==> src/rtl/regfile_write_arbiter.sv <==
`default_nettype none
// ============================================================================
// Module   : regfile_write_arbiter
// Purpose  : Round-robin arbiter sharing one register-file write port among
//            NREQ writeback requesters. Issues one registered write per
//            accepted request, stalls on bank back-pressure and holds off all
//            writes for SYNC_CYC cycles after reset.
// Option   : REGARB_X0_DROP_EN - when defined, granted requests addressed to
//            register 0 are consumed without loading the output stage.
// Revision : 1.0 - initial release
// ============================================================================
module regfile_write_arbiter #(
    parameter int NREQ     = 3,
    parameter int AW       = 5,
    parameter int DW       = 32,
    parameter int SYNC_CYC = 2
) (
    input  logic                 clk,
    input  logic                 rst,
    input  logic [NREQ-1:0]      req,
    input  logic [NREQ*AW-1:0]   req_addr,
    input  logic [NREQ*DW-1:0]   req_data,
    output logic [NREQ-1:0]      gnt,
    output logic                 wr_en,
    output logic [AW-1:0]        wr_addr,
    output logic [DW-1:0]        wr_data,
    input  logic                 wr_ready,
    output logic                 idle
);

    localparam int PW = (NREQ > 1) ? $clog2(NREQ) : 1;

    typedef enum logic [1:0] {
        S_WAIT = 2'd0,
        S_IDLE = 2'd1,
        S_BUSY = 2'd2
    } state_t;

    state_t          state_q, state_d;
    logic [3:0]      cnt_q, cnt_d;
    logic [PW-1:0]   ptr_q, ptr_d;
    logic            wr_en_q, wr_en_d;
    logic [AW-1:0]   wr_addr_q, wr_addr_d;
    logic [DW-1:0]   wr_data_q, wr_data_d;
    logic            idle_q, idle_d;

    logic            w_found;
    logic [PW-1:0]   w_win;
    logic            w_accept;
    logic            w_drop;
    logic [AW-1:0]   w_sel_addr;
    logic [DW-1:0]   w_sel_data;

    // (base + offs) mod NREQ, valid for offs < NREQ
    function automatic logic [PW-1:0] wrap_add(input logic [PW-1:0] base, input int offs);
        int s;
        s = int'(base) + offs;
        if (s >= NREQ) begin
            s = s - NREQ;
        end
        return PW'(s);
    endfunction

    // Winner: first asserted request found searching upward from the pointer
    always_comb begin
        w_found = 1'b0;
        w_win   = '0;
        for (int k = 0; k < NREQ; k++) begin
            if (!w_found && req[wrap_add(ptr_q, k)]) begin
                w_found = 1'b1;
                w_win   = wrap_add(ptr_q, k);
            end
        end
    end

    // Winner's payload and acceptance qualification (reset blocks any grant)
    always_comb begin
        w_sel_addr = req_addr[int'(w_win)*AW +: AW];
        w_sel_data = req_data[int'(w_win)*DW +: DW];
        w_accept   = !rst && (state_q != S_WAIT) && (!wr_en_q || wr_ready) && w_found;
`ifdef REGARB_X0_DROP_EN
        w_drop     = (w_sel_addr == '0);
`else
        w_drop     = 1'b0;
`endif
    end

    // Next-state, grant and output-stage update
    always_comb begin
        state_d   = state_q;
        cnt_d     = cnt_q;
        ptr_d     = ptr_q;
        wr_en_d   = wr_en_q;
        wr_addr_d = wr_addr_q;
        wr_data_d = wr_data_q;
        gnt       = '0;
        idle_d    = (state_q == S_IDLE) && !wr_en_q && (req == '0);

        case (state_q)
            S_WAIT: begin
                // Hold-off lasts exactly SYNC_CYC cycles
                if (cnt_q == 4'(SYNC_CYC - 1)) begin
                    state_d = S_IDLE;
                    cnt_d   = '0;
                end else begin
                    cnt_d = cnt_q + 4'd1;
                end
            end
            default: begin
                if (w_accept) begin
                    gnt[w_win] = 1'b1;
                    ptr_d      = wrap_add(w_win, 1);
                    if (w_drop) begin
                        // Register-0 write swallowed; any previous write retires here
                        wr_en_d = 1'b0;
                        state_d = S_IDLE;
                    end else begin
                        wr_en_d   = 1'b1;
                        wr_addr_d = w_sel_addr;
                        wr_data_d = w_sel_data;
                        state_d   = S_BUSY;
                    end
                end else if (wr_en_q && wr_ready) begin
                    wr_en_d = 1'b0;
                    state_d = S_IDLE;
                end
            end
        endcase
    end

    // State and output registers with synchronous reset
    always_ff @(posedge clk) begin
        if (rst) begin
            state_q   <= S_WAIT;
            cnt_q     <= '0;
            ptr_q     <= '0;
            wr_en_q   <= 1'b0;
            wr_addr_q <= '0;
            wr_data_q <= '0;
            idle_q    <= 1'b0;
        end else begin
            state_q   <= state_d;
            cnt_q     <= cnt_d;
            ptr_q     <= ptr_d;
            wr_en_q   <= wr_en_d;
            wr_addr_q <= wr_addr_d;
            wr_data_q <= wr_data_d;
            idle_q    <= idle_d;
        end
    end

    assign wr_en   = wr_en_q;
    assign wr_addr = wr_addr_q;
    assign wr_data = wr_data_q;
    assign idle    = idle_q;

endmodule
`default_nettype wire

==> config.mk <==
export PLATFORM = sky130hd
export DESIGN_NAME = regfile_write_arbiter
export DESIGN_NICKNAME = d
export VERILOG_FILES = /design/src/rtl/regfile_write_arbiter.sv
export SDC_FILE = /design/constraint.sdc
export NUM_CORES = 1
export LEC_CHECK = 0
export ABC_AREA = 1
export CAP_MARGIN = 20
export CELL_PAD_IN_SITES_DETAIL_PLACEMENT = 1
export CELL_PAD_IN_SITES_GLOBAL_PLACEMENT = 1
export CORE_MARGIN = 5
export CORE_UTILIZATION = 29
export CTS_CLUSTER_SIZE = 40
export DETAILED_ROUTE_END_ITERATION = 8
export PLACE_DENSITY = 0.91
export SYNTH_ARGS = -nofsm -noshare
export SYNTH_HDL_FRONTEND = slang
export SYNTH_SLANG_ARGS = --single-unit
==> constraint.sdc <==
create_clock -name clk -period 4.7 [get_ports clk]
set_clock_uncertainty 0.1 [all_clocks]
set_input_delay 0.94 -clock clk [delete_from_list [all_inputs] [get_ports clk]]
set_output_delay 0.94 -clock clk [all_outputs]
set_load 0.02 [all_outputs]
Word-level counts from Yosys, hierarchy flattened

Index checks and enable logic that the tools add are counted.
W data, S select, Z words.

Bitwise gates (word level): 1
Muxes and demuxes: 27
Equality and inequality tests: 3
Multipliers: 1
Reductions and logical operators: 22
Shifts and indexed selects: 2
$add $sub $neg: 8
Magnitude comparators: 9

Operators with widths:

| cell                  | count |
|---|---|
| $shiftx A96 B8 Y32    | 1 |
| $mux W2               | 11 |
| $shiftx A15 B6 Y5     | 1 |
| $lt A2 B3 Y1 const B  | 4 |
| $ge A3 B2 Y1 const B  | 3 |
| $logic_and A1 B1 Y1   | 9 |
| $mux W1               | 9 |
| $sub A2 B2 Y2 const B | 4 |
| $add A2 B1 Y3 const B | 2 |
| $bmux W1 S2           | 3 |
| $mux W3               | 2 |
| $reduce_and A2 Y1     | 3 |
| $mul A2 B3 Y5 const B | 1 |
| $add A4 B1 Y4 const B | 1 |
| $eq A4 B1 Y1 const B  | 1 |
| $logic_not A1 Y1      | 4 |
| $mux W4               | 1 |
| $reduce_bool A2 Y1    | 2 |
| $add A2 B2 Y3 const B | 1 |
| $logic_not A3 Y1      | 1 |
| $reduce_bool A3 Y1    | 1 |
| $demux W1 S2          | 1 |
| $eq A2 B1 Y1 const B  | 1 |
| $ge A2 B1 Y1 const B  | 1 |
| 5 further kinds       | 5 |

Bits of input ports: 117
Bits in registers: 47
Logic and storage cells: 80
Output and inout bits: 42

Logic depth before layout (Yosys ltp)

Depth in word-level cells: 17
Mapped depth: 14
Depth with buffers taken out: 13

Worst setup path after synthesis

No wires, ideal clock.

Path type: in2out
Start point: input req[2]
End point: output gnt[2]
Data arrival time: 2.117 ns
Setup slack: 1.543 ns
Data required time: 3.660 ns
Cell stages on the path: 9
Cells stage by stage: nand3_1 -> inv_2 -> a21oi_4 -> nand4_1 -> nand2_2 -> buf_2 -> ha_1 -> inv_1 -> nor2_1

Cells in the longest elaborated chain, start to end: 15
Elaborated cells between the ends (all ways): 24
Those cells by class: 2 x order compare; 16 x mux; 6 x reduce/logical

RTL lines:

| element                                                            | RTL line | source |
|---|---|---|
| from (decl)                                                        | 20       | `input logic [NREQ-1:0] req,` |
| $bmux W1 S2                                                        | 69       | `if (!w_found && req[wrap_add(ptr_q, k)]) begin` |
| $mux W1 (implied by the code)                                      | 69       |  |
| $mux W1                                                            | 69       |  |
| $logic_not A1 Y1                                                   | 69       |  |
| $logic_and A1 B1 Y1                                                | 69       |  |
| $mux W1                                                            | 69       |  |
| $logic_not A1 Y1                                                   | 69       |  |
| $logic_and A1 B1 Y1                                                | 69       |  |
| $mux W2                                                            | 69       |  |
| $lt A2 B3 Y1 (implied by the code) or $ge A2 B1 Y1 (tied branches) | 111      | `gnt[w_win] = 1'b1;` |
| $logic_and A1 B1 Y1 (implied by the code)                          | 111      |  |
| $mux W1 (implied by the code)                                      | 111      |  |
| $demux W1 S2                                                       | 111      |  |
| $mux W3 (*)                                                        | 110      | `if (w_accept) begin` |
| $mux W3 (*)                                                        | 99       | `case (state_q)` |
| to (decl)                                                          | 23       | `output logic [NREQ-1:0] gnt,` |

Mark *: on every way between the ends. The rest lies on a longest branch, timed or not. The select of a mux whose other input is x is not followed.

Worst setup path after layout

Ends and elaborated chain as after synthesis.

==> flow_metrics.env <==
export IMPL_ctsHtreeMaxLevel=2
export IMPL_crit_top_cell="nand2_1"
export IMPL_ys_top_cells_by_area="dfxtp_1, a21oi_1, nand3_1"
export IMPL_synth_top_family_by_area="simple AND/OR/NAND/NOR gates"
export IMPL_endpoint_kind="output port"
export IMPL_core_area_mm2=0.0107
export IMPL_clock_latency_ns=0.29
export IMPL_cts_root_buf="clkbuf_8"
export IMPL_required_ns=3.66
export IMPL_r2r_cells=12
export IMPL_fp_dieH_um=114
export IMPL_setup_viol=0
export IMPL_synth_compound_area_share_pct=22.0
export IMPL_synth_top_area_share_pct=29.9
export IMPL_rows=38
export IMPL_max_freq_mhz=239
export IMPL_antenna_found_initial=0
export IMPL_drc=0
export IMPL_fin_setup_tns_ns=0
export IMPL_r2r_setup_slack_ns=1.68
export IMPL_final_layout_size_suffix_gt1_share_pct=10.1
export IMPL_layout_commonest_cell="clkdlybuf4s50_1"
export IMPL_drv_cap=0
export IMPL_overflow=0
export IMPL_synth_simple_area_share_pct=27.3
export IMPL_max_slew_margin_pct=47.3
export IMPL_rsz0062_at_grt="false"
export IMPL_hold_path_end="state_q[1]$_SDFFE_PP0P_"
export IMPL_fin_util_pct=45.1
export IMPL_vias=3636
export IMPL_regArea_um2=941
export IMPL_yosysWarnings=0
export IMPL_worstReg2RegStart="ptr_q[0]$_SDFFE_PP0P_"
export IMPL_dr_pass1_iters=4
export IMPL_worst_path_dominant_cell_family="buffers and inverters"
export IMPL_r2r_end="wr_data[25]$_SDFFE_PP0P_"
export IMPL_hold_viol=0
export IMPL_io_buffers=158
export IMPL_ant_nets=0
export IMPL_crit_slowest_cell="clkdlybuf4s50_1"
export IMPL_cts_max_path_buffers=2
export IMPL_synthCells=470
export IMPL_die_w_um=114
export IMPL_routed_wl_mm=11.8
export IMPL_gp_congestion=0.803
export IMPL_start_util_pct=29.3
export IMPL_nets=735
export IMPL_synth_xor_area_share_pct=0.278
export IMPL_hp_class="flop to flop"
export IMPL_multi_input_area_mm2=0.00162
export IMPL_hold_start="state_q[1]$_SDFFE_PP0P_"
export IMPL_vdd_drop_max_uv=214
export IMPL_worst_setup_path_start_kind="input port"
export IMPL_die_area_mm2=0.0130
export IMPL_critPathMaxFanout=6
export IMPL_period_share_pct=89.2
export IMPL_leakagePower_nw=2.29
export IMPL_yosysTopAreaCell="dfxtp_1"
export IMPL_n_antenna_cell=0
export IMPL_final_cell_mix="clkdlybuf4s50_1, a21oi_1, inv_1"
export IMPL_worstSetupPathType="input port to output port"
export IMPL_syn_area_mm2=0.00315
export IMPL_grt_usage_pct=18.0
export IMPL_synthAdderAreaFrac_pct=1.99
export IMPL_maxSlewViolCount=0
export IMPL_worstMarginPinSlew_ns=0.787
export IMPL_synth_mux_area_share_pct=0
export IMPL_yosysUniqueCellTypes=31
export IMPL_nFillCells=1367
export IMPL_fin_ws_ns=0.510
export IMPL_cts_setup_buffers=0
export IMPL_ys_seq_area_share_pct=29.9
export IMPL_grt_max_degree=39
export IMPL_place_ws_ns=0.502
export IMPL_tritoncts="built"
export IMPL_clk_pin_slew_worst_paths_ns=0.09
export IMPL_vias_per_cell=4.82
export IMPL_path_buf_inv=4
export IMPL_power_density_mw_per_mm2=515
export IMPL_holdBufCountCts=0
export IMPL_cts_sinks=47
export IMPL_cts_resized=0
export IMPL_dp_hpwl_mm=9.16
export IMPL_worstHoldPathCells=2
export IMPL_drt_initial_drc_count=207
export IMPL_io_pins=159
export IMPL_arrival_ns=3.15
export IMPL_grt_pass1_vias=4037
export IMPL_syn_num_nets=592
export IMPL_cp_slowest_stage_delay_ns=0.61
export IMPL_numCtsBuffers=5
export IMPL_avgSynthCellArea_um2=6.70
export IMPL_status="finished, final reports clean"
export IMPL_path_cells="clkdlybuf4s50_1, nand2_1, nand2_1, nand2_4, nand2_1, o21ai_0, o21bai_1, inv_1, ha_1, inv_1, nor2_1, clkdlybuf4s50_1"
export IMPL_area_delta_synth_final_pct=54.0
export IMPL_ys_ff_latch=47
export IMPL_grt_pass1_wl_mm=19.2
export IMPL_routedWlPerCell_um=15.6
export IMPL_layout_min_cycle_time_ns=4.19
worst min-delay path: cells and delay by family (launching register included):
kind             cells  cell delay (ns)
AND/OR/NAND/NOR      2             0.14
flip-flops           1             0.33
area by class of cell:
cell class	instances	share of cell area, %
Clock buffer	8	2.07
Multi-Input combinational cell	297	33.5
Tap cell	140	3.61
Inverter	95	7.36
Timing Repair Buffer	167	34.0
Sequential cell	47	19.4
where the power goes:
part	switching [mW]	total (mW)	internal [mW]	leakage (nW)
registers	0.0814	0.614	0.533	0.389
logic	0.972	1.62	0.644	1.85
clock network	0.132	0.267	0.135	0.0515
total	1.19	2.50	1.31	2.29
flip-flops by register name (all words and copies together) (netlist names):
| name | count |
|---|---|
| ptr_q | 2 |
| wr_data | 32 |
| cnt_q | 4 |
| wr_addr | 5 |
| idle | 1 |
| state_q | 2 |
| wr_en | 1 |
layer usage:
metal,GRT usage (%),vias to the layer above,share of wire (%)
met5,0,-,0
met4,5.15,0,1.5
met3,4.12,11,6.0
met2,34.8,103,53
met1,19.3,1720,39
li1,-,1802,-
through the flow:
stage	power [mW]	instance area, µm²	instances	hold WS [ns]
2_1_floorplan	1.72	3150	470	0.354
3_3_place_gp	2.18	4750	746	0.374
3_5_place_dp	2.26	4750	746	0.395
4_1_cts	2.53	4850	754	0.408
5_1_grt	2.71	4850	754	0.427
6_report	2.50	4850	754	0.411
how the worst max path moves through the flow:
stage | start | end | slack (ns) | depth (start not counted)
6_report | req[2] | gnt[2] | 0.51 | 12
4_1_cts | req[2] | gnt[2] | 0.50 | 12
2_1_floorplan | req[2] | gnt[2] | 1.54 | 9
3_5_place_dp | req[1] | gnt[2] | 0.50 | 12
3_3_place_gp | req[1] | gnt[2] | 0.59 | 12
5_1_grt | req[2] | gnt[2] | 0.35 | 12
synth_stat cells (all sizes together):
cell      n
nand3    85
o21bai    1
ha        5
clkinv    1
dfxtp    47
o22ai     1
nor4      2
inv      94
nor2     10
xor2      1
nand2    69
nor3      1
buf      24
a21oi   114
o21ai     3
a21o      1
nand4     3
clkbuf    7
a211oi    1
logic make-up after synthesis:
| family | after synthesis |
|---|---|
| xor+xnor | 1 |
| fa+ha+maj | 5 |
| flops | 47 |
| simple gates | 170 |
| compound gates | 121 |
| buf+inv | 126 |
Note: power is estimated with default switching activity, not from simulation.
